===== config.mk =====
export PLATFORM = sky130hd
export DESIGN_NAME = regfile_dump
export DESIGN_NICKNAME = d
export VERILOG_FILES = /design/src/rtl/regfile_dump_pkg.sv /design/src/rtl/regfile_next_idx.sv /design/src/rtl/regfile_dump.sv
export SDC_FILE = /design/constraint.sdc
export NUM_CORES = 1
export LEC_CHECK = 0
export CAP_MARGIN = 5
export CORE_MARGIN = 2
export CORE_UTILIZATION = 44
export CTS_BUF_LIST = sky130_fd_sc_hd__clkbuf_16
export CTS_CLUSTER_DIAMETER = 120
export CTS_CLUSTER_SIZE = 8
export DETAILED_ROUTE_END_ITERATION = 8
export PLACE_DENSITY_LB_ADDON = 0.12
export SLEW_MARGIN = 20
export SYNTH_ARGS = -nofsm -noshare
export SYNTH_HDL_FRONTEND = slang
export SYNTH_SLANG_ARGS = --single-unit

===== constraint.sdc =====
create_clock -name Clk -period 2.2 [get_ports Clk]
set_input_delay 0.66 -clock Clk [delete_from_list [all_inputs] [get_ports Clk]]
set_output_delay 0.66 -clock Clk [all_outputs]
set_load 0.05 [all_outputs]

===== src/rtl/regfile_dump_pkg.sv =====
// Shared types and sizing for the register-file dump walker.
package regfile_dump_pkg;

  localparam int unsigned NUM_REGS = 8;
  localparam int unsigned DATA_W   = 16;
  localparam int unsigned IDX_W    = 3;

  typedef enum logic [1:0] {
    IDLE,
    SELECT,
    SEND,
    FINISH
  } dump_state_t;

endpackage


===== src/rtl/regfile_next_idx.sv =====
// Priority encoder: next set mask bit strictly above idx, or the lowest set bit when from_start.
module regfile_next_idx
  import regfile_dump_pkg::*;
(
  input  logic [NUM_REGS-1:0] mask,
  input  logic [IDX_W-1:0]    idx,
  input  logic                from_start,
  output logic [IDX_W-1:0]    next_idx,
  output logic                found
);

  // Scan downward so the last hit is the lowest qualifying index.
  always_comb begin
    next_idx = '0;
    found    = 1'b0;
    for (int i = NUM_REGS - 1; i >= 0; i--) begin
      if (mask[i] && (from_start || (i > int'(idx)))) begin
        next_idx = IDX_W'(i);
        found    = 1'b1;
      end
    end
  end

endmodule


===== src/rtl/regfile_dump.sv =====
// Walks masked registers of the 8x16 register file and streams {index, value} pairs out.
module regfile_dump
  import regfile_dump_pkg::*;
(
  input  logic                Clk,
  input  logic                Reset,
  input  logic                Start,
  input  logic [NUM_REGS-1:0] Mask,
  output logic [IDX_W-1:0]    Rd_sel,
  input  logic [DATA_W-1:0]   Rd_data,
  output logic                Out_valid,
  input  logic                Out_ready,
  output logic [DATA_W-1:0]   Out_data,
  output logic [IDX_W-1:0]    Out_idx,
  output logic                Busy,
  output logic                Done
);

  dump_state_t         state_q, state_d;
  logic [NUM_REGS-1:0] mask_q, mask_d;
  logic [IDX_W-1:0]    rd_sel_q, rd_sel_d;
  logic [DATA_W-1:0]   out_data_q, out_data_d;
  logic [IDX_W-1:0]    out_idx_q, out_idx_d;

  logic                enc_from_start;
  logic [NUM_REGS-1:0] enc_mask;
  logic [IDX_W-1:0]    enc_next;
  logic                enc_found;

  // In IDLE the live Mask input seeds the first pick; afterwards only the latched copy is used.
  assign enc_from_start = (state_q == IDLE);
  assign enc_mask       = enc_from_start ? Mask : mask_q;

  regfile_next_idx u_next_idx (
    .mask       (enc_mask),
    .idx        (rd_sel_q),
    .from_start (enc_from_start),
    .next_idx   (enc_next),
    .found      (enc_found)
  );

  always_comb begin
    state_d    = state_q;
    mask_d     = mask_q;
    rd_sel_d   = rd_sel_q;
    out_data_d = out_data_q;
    out_idx_d  = out_idx_q;
    unique case (state_q)
      IDLE: begin
        if (Start) begin
          mask_d = Mask;
          if (enc_found) begin
            rd_sel_d = enc_next;
            state_d  = SELECT;
          end else begin
            state_d = FINISH;
          end
        end
      end
      SELECT: begin
        out_data_d = Rd_data;
        out_idx_d  = rd_sel_q;
        state_d    = SEND;
      end
      SEND: begin
        if (Out_ready) begin
          if (enc_found) begin
            rd_sel_d = enc_next;
            state_d  = SELECT;
          end else begin
            state_d = FINISH;
          end
        end
      end
      FINISH: state_d = IDLE;
      default: state_d = IDLE;
    endcase
  end

  always_ff @(posedge Clk) begin
    if (Reset) begin
      state_q    <= IDLE;
      mask_q     <= '0;
      rd_sel_q   <= '0;
      out_data_q <= '0;
      out_idx_q  <= '0;
    end else begin
      state_q    <= state_d;
      mask_q     <= mask_d;
      rd_sel_q   <= rd_sel_d;
      out_data_q <= out_data_d;
      out_idx_q  <= out_idx_d;
    end
  end

  assign Rd_sel    = rd_sel_q;
  assign Out_valid = (state_q == SEND);
  assign Out_data  = out_data_q;
  assign Out_idx   = out_idx_q;
  assign Busy      = (state_q != IDLE);
  assign Done      = (state_q == FINISH);

endmodule


==> metrics.yaml <==
run_status:
  status: "finished, final reports clean"
timing:
  slew_headroom_pct: 57.1
  tightest_slew_ns: 0.644
  slew_violations: 0
  fin_hold_ws_ns: 0.450
  post-route-period-util_pct: 97.1
  period_minus_slack_ns: 2.14
  finalSetupTns_ns: 0
  fin_worst_skew_ns: 0.00709
  setup_viol: 0
  grt_setup_unrepaired: "no"
  final-hold-violation-count: 0
  timing.fmax_ghz: 0.468
  setup_slack_ns: 0.0638
synth:
  synth.distinct_cells: 44
  synth_cells: 181
  synth.avg_cell_area_um2: 8.21
  mappedNetlistArea_um2: 1490
  ys_async_sr_fraction_pct: 0
  ys_warn_count: 0
  syn-num-nets: 209
  synth_top_area_cell: "dfxtp_1"
  synth_top_area_share_pct: 41.8
  synth_edf_count: 0
  synth_ff_type: "dfxtp_1"
  synth_seq_area_share_pct: 41.8
  ys_ff_latch: 31
  synthTopCellsByArea: "dfxtp_1 (42%), nand2_1 (11%), a21oi_1 (7.8%)"
run:
  cap_violations: 0
placed_design:
  hpwl_mm: 2.94
  place_ws_ns: -0.276
  port_buffers: 52
  place_congestion: 0.967
drt:
  drt-wirelength-per-cell_um: 13.9
  highest_layer: "met4"
  via_per_inst: 5.27
  drt-pass1-iter-count: 4
  antenna_left: 0
  drc: 0
  vias: 1502
  dr.first_iter.drc_count: 65
  wl_met3_um: 265
  wl_mm: 3.96
  met2RoutedLength_mm: 1.95
  m1WireLength_mm: 1.70
cts:
  clk_latency_ns: 0.28
  cts_buffers: 5
  cts_tree: "yes"
  h-tree-depth: 2
  clk_path_buf_depth: 2
  numClockSinks: 31
  ctsRootBufferMaster: "clkbuf_16"
  cts.clk_slew.worst_paths_ns: 0.05
setup_path:
  ff2ff_setup_slack_ns: 0.23
  cp.arrival_ns: 2.29
  reg2reg_from: "state_q[1]$_SDFFE_PP0P_"
  slowest_stage: "or4b_4"
  crit_type: "primary input to flop"
  slowest_delay_ns: 0.52
  reg2reg_depth: 6
  critical_path_required_ns: 2.36
  reg2reg_to: "Rd_sel[0]$_SDFFE_PP0P_"
  critPathCaptureType: "flop"
  crit_path_start_kind: "primary input"
  cp_max_fo: 3
  cp_cell_sequence: "clkdlybuf4s50_1 -> nor4_2 -> a21oi_1 -> or4b_4 -> o21ai_2 -> o31ai_1"
  startpoint: "Mask[4]"
die:
  die_area_um2: 3860
  die-width_um: 62.1
  std_cell_rows: 21
  die_h_um: 62.1
  core_um2: 3280
  io_pins: 53
  initial_utilization_pct: 45.2
global_routing:
  grt_pass1_vias: 1459
  overflow: 0
  track_usage_pct: 21.4
  grt_first_pass_wirelength_mm: 6.55
  grt_antenna_before_repair: 0
  grt_max_degree: 21
final_layout:
  drive_above_1_share_pct: 14.2
  final_cell_mix: "clkdlybuf4s50_1 (45), nand2_1 (43), dfxtp_1 (31)"
  syn2layout_area_growth_pct: 51.6
  n_antenna_cell: 0
  nets: 267
  final_common_cell: "clkdlybuf4s50_1"
pwr:
  peakVddDrop_uv: 360
  power.density_nw_per_um2: 786
  p_leak_nw: 0.858
min_path:
  min_to: "Out_data[12]$_SDFFE_PP0P_"
  whs_path_depth: 2
  holdCritPathClass: "flop to flop"
  hp-start: "Out_data[12]$_SDFFE_PP0P_"
## registers in the layout, summed over array words and instances, names as in the netlist
register and cells:
Out_data 16, mask_q 7, Out_idx 3, Rd_sel 3, state_q 2
## worst max-delay path: cells and delay by family
kind	cells	cell delay (ns)
buffers and inverters	1	0.44
and+or+nand+nor	2	0.82
AOI/OAI and AO/OA	3	0.37
## area by class of cell
type	count	area, um2
clock buffers	5	125
flip-flops and latches	31	621
well taps	46	57.6
inverters	3	11.3
clock inverters	2	8.76
repair buffers	63	628
fillers	291	1030
multi-input cells	135	801
## per-stage QoR
step                      utilization, %  cells  area [um2]  power, mW
after detailed placement            64.2    278        2110       1.15
after global routing                68.6    285        2250       1.86
after floorplan                        -    181        1490      0.958
after CTS                           68.3    285        2240       1.78
after global placement              64.2    278        2110       1.13
final                               68.6    285        2250       1.77
## layer usage
layer	track usage [%]	vias to the layer above
li1	-	738
met1	26.0	697
met2	35.6	57
met3	6.34	10
met4	8.33	0
met5	0	-
## power by group
part	switching [mW]	total, mW	internal, mW
clock network	0.223	0.628	0.404
registers	0.0344	0.638	0.603
logic	0.289	0.504	0.215
## synth_stat cells, types with 3 or more instances
master    number
o21ai_0        4
nor2b_1        3
clkbuf_1       6
a21oi_1       23
mux2i_1        7
nand2_1       43
nand2b_1       3
a21boi_0       3
dfxtp_1       31
a211oi_1       3
nor2_1        11
## cell families (layout without fill, tap and decap cells)
logic type	count (synthesis)	in the layout	share of synthesized area [%]
simple gates	77	77	25.4
mux	8	8	5.64
flops	31	31	41.8
buf+inv	15	73	4.72
compound gates	50	50	22.4
## worst max-delay path by stage
stage | end | slack (ns) | depth (start not counted)
2_1_floorplan | Rd_sel[2]$_SDFFE_PP0P_ | 0.20 | 5
3_3_place_gp | Rd_sel[0]$_SDFFE_PP0P_ | -0.25 | 6
3_5_place_dp | Rd_sel[0]$_SDFFE_PP0P_ | -0.28 | 6
4_1_cts | Rd_sel[0]$_SDFFE_PP0P_ | 0.02 | 6
5_1_grt | Rd_sel[0]$_SDFFE_PP0P_ | 0.005 | 6
6_report | Rd_sel[1]$_SDFFE_PP0P_ | 0.06 | 6
## what timing repair did
item | CTS | global route
endpoints found under the setup margin | 0 | 4
hold buffers | 0 | 0
resized for setup | 0 | 2
buffers inserted | 0 | 0
(Power assumes the default switching activity.)
